### config.mk
export PLATFORM = sky130hd
export DESIGN_NAME = conv_24to32
export DESIGN_NICKNAME = d
export VERILOG_FILES = /design/src/rtl/conv_pkg.sv /design/src/rtl/conv_24to32.sv
export SDC_FILE = /design/constraint.sdc
export NUM_CORES = 1
export LEC_CHECK = 0
export CORE_UTILIZATION = 49
export DETAILED_ROUTE_END_ITERATION = 6
export GPL_ROUTABILITY_DRIVEN = 0
export PLACE_DENSITY = 0.85
export REMOVE_ABC_BUFFERS = 1
export SETUP_SLACK_MARGIN = 0.1
export SYNTH_ARGS = -nofsm -noshare
export SYNTH_HDL_FRONTEND = slang
export SYNTH_SLANG_ARGS = --single-unit
### constraint.sdc
create_clock -name clk_in -period 5.4 [get_ports clk_in]
set_input_delay 1.08 -clock clk_in [delete_from_list [all_inputs] [get_ports clk_in]]
set_output_delay 1.08 -clock clk_in [all_outputs]
set_load 0.1 [all_outputs]
### src/rtl/conv_pkg.sv
// Shared types and constants for the 24-to-32 bit stream packer.
package conv_pkg;

    localparam int W_IN  = 24;
    localparam int W_OUT = 32;

    typedef enum logic [1:0] {
        ST_R0 = 2'd0,
        ST_R3 = 2'd1,
        ST_R2 = 2'd2,
        ST_R1 = 2'd3
    } conv24to32_state_t;

    // Residue bytes left-aligned in a 32-bit word, zero-padded on the right.
    function automatic logic [W_OUT-1:0] pad_residue(conv24to32_state_t st,
                                                     logic [W_IN-1:0] res);
        logic [W_OUT-1:0] word;
        word = '0;
        case (st)
            ST_R3:   word = {res[23:0], 8'h00};
            ST_R2:   word = {res[23:8], 16'h0000};
            ST_R1:   word = {res[23:16], 24'h000000};
            default: word = '0;
        endcase
        return word;
    endfunction

endpackage

### src/rtl/conv_24to32.sv
// Zero-latency big-endian packer: four 24-bit words in, three 32-bit words out.
// Optional flush of a partial group when CONV_24TO32_FLUSH_EN is defined.
//
// state | meaning
// ST_R0 | no residue; next word is absorbed without producing output
// ST_R3 | 3 residue bytes in res[23:0]
// ST_R2 | 2 residue bytes in res[23:8]
// ST_R1 | 1 residue byte in res[23:16]
module conv_24to32
    import conv_pkg::*;
(
    input  logic             clk_in,
    input  logic             reset_in,
    input  logic [W_IN-1:0]  data24_in,
    input  logic             valid24_in,
    output logic             ready24_out,
    output logic [W_OUT-1:0] data32_out,
    output logic             valid32_out,
`ifdef CONV_24TO32_FLUSH_EN
    input  logic             flush_in,
`endif
    input  logic             ready32_in
);

    conv24to32_state_t st_q, st_d;
    logic [W_IN-1:0]   res_q, res_d;
    logic              xfer;

    always_ff @(posedge clk_in or negedge reset_in) begin
        if (!reset_in) begin
            st_q  <= ST_R0;
            res_q <= '0;
        end else begin
            st_q  <= st_d;
            res_q <= res_d;
        end
    end

    always_comb begin
        st_d        = st_q;
        res_d       = res_q;
        valid32_out = 1'b0;
        ready24_out = 1'b1;
        data32_out  = '0;
        xfer        = valid24_in && ready32_in;

        case (st_q)
            ST_R0: begin
                if (valid24_in) begin
                    res_d = data24_in;
                    st_d  = ST_R3;
                end
            end
            ST_R3: begin
                valid32_out = valid24_in;
                ready24_out = ready32_in;
                if (valid24_in) data32_out = {res_q[23:0], data24_in[23:16]};
                if (xfer) begin
                    res_d[23:8] = data24_in[15:0];
                    st_d        = ST_R2;
                end
            end
            ST_R2: begin
                valid32_out = valid24_in;
                ready24_out = ready32_in;
                if (valid24_in) data32_out = {res_q[23:8], data24_in[23:8]};
                if (xfer) begin
                    res_d[23:16] = data24_in[7:0];
                    st_d         = ST_R1;
                end
            end
            ST_R1: begin
                valid32_out = valid24_in;
                ready24_out = ready32_in;
                if (valid24_in) data32_out = {res_q[23:16], data24_in};
                if (xfer) st_d = ST_R0;
            end
            default: st_d = ST_R0;
        endcase

`ifdef CONV_24TO32_FLUSH_EN
        // Flush overrides any pending input; the input word stays unaccepted.
        if (flush_in && (st_q != ST_R0)) begin
            valid32_out = 1'b1;
            ready24_out = 1'b0;
            data32_out  = pad_residue(st_q, res_q);
            res_d       = res_q;
            st_d        = ready32_in ? ST_R0 : st_q;
        end
`endif
    end

endmodule

======== After elaboration in Yosys (flattened, before gate mapping) ========
Cells that the tools add are included.
operators by class
  eq/ne operators ......................... 7
  mux-type cells .......................... 16
  reduce and logical (&&, ||, !) cells .... 9
operators with widths
  kind                                                             number
  32-bit 2-to-1 mux                                                3
  32-bit case mux with 3 select lines                              1
  24-bit 2-to-1 mux                                                1
  8-bit case mux with 3 select lines                               1
  16-bit 2-to-1 mux                                                1
  8-bit case mux with 2 select lines                               1
  2-bit 2-to-1 mux                                                 4
  8-bit 2-to-1 mux                                                 1
  2-bit != test, second input constant                             4
  2-bit case mux with 4 select lines                               1
  4-bit AND reduction                                              2
  2-bit == test, second input constant                             2
  3-bit AND reduction                                              1
  3-bit nonzero test                                               1
  3-bit OR reduction                                               1
  2-bit by 1-bit == test with 1-bit output, second input constant  1
  2-bit zero test                                                  1
  1-bit 2-to-1 mux                                                 2
  2-bit AND reduction                                              1
  2-bit nonzero test                                               1
  1-bit logical AND                                                1
word-level totals
  flip-flop bits (word level) ............. 26
  bits of input ports ..................... 28
  output and inout port bits .............. 34
  logic and storage cells ................. 36

======== Logic depth before layout (Yosys ltp) ========
  word-level depth ........................ 3
  mapped depth ............................ 7
  depth with buffers taken out ............ 5

======== Worst setup path before layout ========
OpenSTA, ideal clock, no wires.
  kind .................................... in2out
  start ................................... in valid24_in
  end ..................................... out data32_out[16]
  data arrival time ....................... 2.987 ns
  data required time ...................... 4.320 ns
  setup slack ............................. 1.333 ns
  stages .................................. 5
  buffers on the path ..................... 2
  path through ............................ buf_2 buf_2 o21a_1 a22oi_1 nor2_1
on the way
  longest elaborated chain between the ends .. 2
  elaborated cells on any way between the ends .. 4
  those cells by class .................... 4 x mux
ends and longest elaborated chain
  item                                         RTL line                                                 text
  start, declared                              conv_24to32.sv:15                                        input logic valid24_in,
  32-bit 2-to-1 mux, on equally long branches  conv_24to32.sv:75, conv_24to32.sv:57, conv_24to32.sv:66
  32-bit case mux with 3 select lines *        conv_24to32.sv:47                                        case (st_q)
  end, declared                                conv_24to32.sv:17                                        output logic [W_OUT-1:0] data32_out,
Every way passes the cells marked *; elsewhere a longest branch is shown, timed or not.

======== Worst setup path after layout ========
  start ................................... in valid24_in
  end ..................................... out data32_out[28]
Same word-level chain as after synthesis.

==> metrics.csv <==
stage,metric,value,unit
outcome,status,completed,
critical_path,WP buf/inv,3,
critical_path,CP max stage cell,clkdlybuf4s50_1,
critical_path,endpoint of the worst-slack reg-to-reg timing path,res_q[8],
die,area of the die,0.003971,sq mm
placement,Port Buf Inserts,61,
critical_path,logic depth of the worst register-to-register path,5,
sta,maximum clock skew at final layout,2.468,ps
layout,P&R area growth vs syn,31.89,%
routing,aggregate routed wire length,5.268,mm
sta,worst setup slack after layout,1290,ps
layout,Total Nets Final,274,
worst_hold_path,HP Start,res_q[22],
run,count of max-cap constraint violations,0,
sta,WHS,512.0,ps
yosys,sequential cell area fraction in the yosys report,0.3567,
clock_tree,hold bufs inserted after CTS,0,
sta,setup TNS,0,ps
clock_tree,cts bufs inserted,3,
critical_path,Critical Path Source Type,input port,
yosys,number of flops mapped to enable cells by yosys,0,
routing,via count,1805,
sta,post-route clock period utilization,0.7611,
placement,area after detailed placement,0.002351,sq mm
clock_tree,clock slew at reported path FFs,90,ps
yosys,post-synth cell types,26,
critical_path,register-to-register setup slack,2990,ps
clock_tree,clock sink total,26,
global_route,number of antenna violations at the first check in global routing,0,
yosys,cell area after technology mapping,0.001824,sq mm
die,die outline width,63.02,microns
global_route,most utilized layer in the global route result,met2,
critical_path,start of the worst register-to-register path,st_q[1],
placement,Worst Setup Slack post-DPL,1238,ps
global_route,gr usage total,0.2791,
critical_path,cell with the most instances on the worst path,buf_4,
worst_hold_path,Worst Hold Path Cells,1,
yosys,async set-reset flop share out of synthesis,1.000,
yosys,post-synthesis average cell area,9.703,sq um
worst_hold_path,Hold Path Sink,res_q[22],
yosys,top-area cell type share of the netlist area,0.3567,
global_route,met1 usage in global routing,0.3871,
sta,number of setup violations in the final report,0,
worst_hold_path,min-delay worst type,flip-flop to flip-flop,
placement,DPL Wire Length,3.667,mm
global_route,vias in the first global route,1777,
routing,violation count after the first detailed-routing iteration,225,
routing,WL per Instance,18.61,microns
layout,layout cells sized above 1,0.2489,
clock_tree,master cell of the clock root buffer,clkbuf_8,
layout,area of the multi-input gates,0.001081,sq mm
die,Core Rows,21,
critical_path,CP cell instances,clkdlybuf4s50_1 > buf_4 > nand2b_1 > nor2_1 > and2_1 > buf_4,
routing,vias per inst,6.378,
layout,area of all placed cells without fillers,0.002406,sq mm
sta,final hold violation count,0,
sta,final period demand of the worst path,4110,ps
clock_tree,clock insertion delay at the later pin of the skew report,270,ps
die,vertical die dimension,63.02,microns
global_route,GR Util met2,0.4476,
critical_path,WS Path Type,input port to output pin,
critical_path,arrival time at the worst endpoint,3030,ps
yosys,top_reg_cell synth,dfrtp_1,
yosys,Post-Synthesis Cells,188,
sta,transition time at the pin with the least slew margin,996.0,ps
die,number of top-level pins,62,
clock_tree,post_cts resized,0,
clock_tree,TritonCTS clock tree,done,
sta,timing-limited maximum frequency,243.3,MHz
yosys,synthesized flop and latch total,26,
critical_path,sort of element at the end of the critical path,output pin,
yosys,warning count from the yosys run,0,
routing,DRC violation count after routing,0,
routing,detailed-router iteration count before antenna repair,7,
global_route,met3 demand-to-capacity share in global routing,0.03102,
die,placeable core region,0.003442,sq mm
critical_path,worst-path maximum fanout,15,
sta,unrepaired setup endpoints after global routing,false,
clock_tree,count of H-tree levels built during CTS,1,
layout,footprint of the flip-flops and latches,650.6,sq um
critical_path,CP required,4320,ps
clock_tree,CTS Buffer Depth,2,
clock_tree,Post-CTS Setup Inserts,0,
sta,Max-slew headroom,0.3360,
layout,# fillers,291,
routing,antenna-violating nets left,0,
yosys,leading area contributor after synthesis,dfrtp_1,
layout,final antenna diode count,0,
critical_path,family with the most delay on the worst path,buffers and inverters,
yosys,largest cells by area after synthesis,"dfrtp_1, mux2_2, a222oi_1, a22oi_1, a22o_1",
die,effective utilization at floorplan,0.5300,
sta,max-slew violations,0,
critical_path,CP max stage delay,780,ps
global_route,pin count of the biggest net entering global routing,29,
global_route,first-pass GRT wire length,8.728,mm
global_route,remaining global-route overflow,0,
-- cells in the final DEF, fill, tap and decap left out, types with 4 or more instances in the layout --
cell             Yosys  routed
ha_1                 8       8
dfrtp_1             26      26
mux2_2              17      17
and2_1               9       9
buf_4                0      36
a21oi_1              8       8
nor2_1              26      26
nand2_1              4       4
a22o_1              12      12
a222oi_1            16      16
a31oi_1              8       8
clkdlybuf4s50_1      0      28
clkbuf_8             0       4
a22oi_1             18      18
-- per-layer routing --
layer / wire length (microns) / vias up
met3: 402 / 12
met1: 2295 / 875
met2: 2466 / 97
li1: - / 821
met4: 104 / 0
met5: 0 / -
-- Yosys cell counts, drive strengths merged (4+ instances only) --
cell and number:
nand2 4, a22oi 18, a21oi 8, dfrtp 26
a22o 12, mux2 18, nor2 26, a31oi 8
buf 10, clkbuf 9, a222oi 16, and2 9
ha 8
-- worst reg2reg max path, delay by kind of cell (launching register included) --
family / cells / cell delay (ps)
multiplexers: 1 / 560
adder cells (fa/ha/maj): 1 / 840
AO/OA/AOI/OAI: 2 / 260
buffers and inverters: 1 / 160
flip-flops: 1 / 460
-- worst max path at each step --
stage | start | to | slack [ps] | depth (start not counted)
3_3_place_gp | valid24_in | data32_out[31] | 1420 | 6
3_5_place_dp | valid24_in | data32_out[28] | 1240 | 6
4_1_cts | valid24_in | data32_out[28] | 1240 | 6
2_1_floorplan | st_q[1] | data32_out[16] | 1560 | 5
6_report | valid24_in | data32_out[28] | 1290 | 6
5_1_grt | valid24_in | data32_out[28] | 1060 | 6
-- layout make-up --
cell class              count  area share
flip-flops and latches     26      0.2704
clock buffers               4     0.02288
repair buffers             64      0.2288
well taps                  46     0.02392
multi-input cells         140      0.4493
inverters                   3    0.004680
-- per-stage QoR --
step,utilization,std cells
2_1_floorplan,-,169
3_3_place_gp,0.6830,279
3_5_place_dp,0.6830,279
4_1_cts,0.6990,283
5_1_grt,0.6990,283
6_report,0.6990,283
-- flip-flops by register name (all words and copies together) (netlist names) --
name,count
st_q,2
res_q,24
-- cell families after synthesis --
group | after synthesis | share of synthesized area
compound gates | 65 | 0.2942
fa+ha+maj | 8 | 0.05487
mux | 21 | 0.1276
simple gates | 46 | 0.1159
flops | 26 | 0.3567
buf+inv | 22 | 0.05075
Power is not shown: default switching activity piles up to over one toggle a cycle in this logic, so the estimate is an artifact.
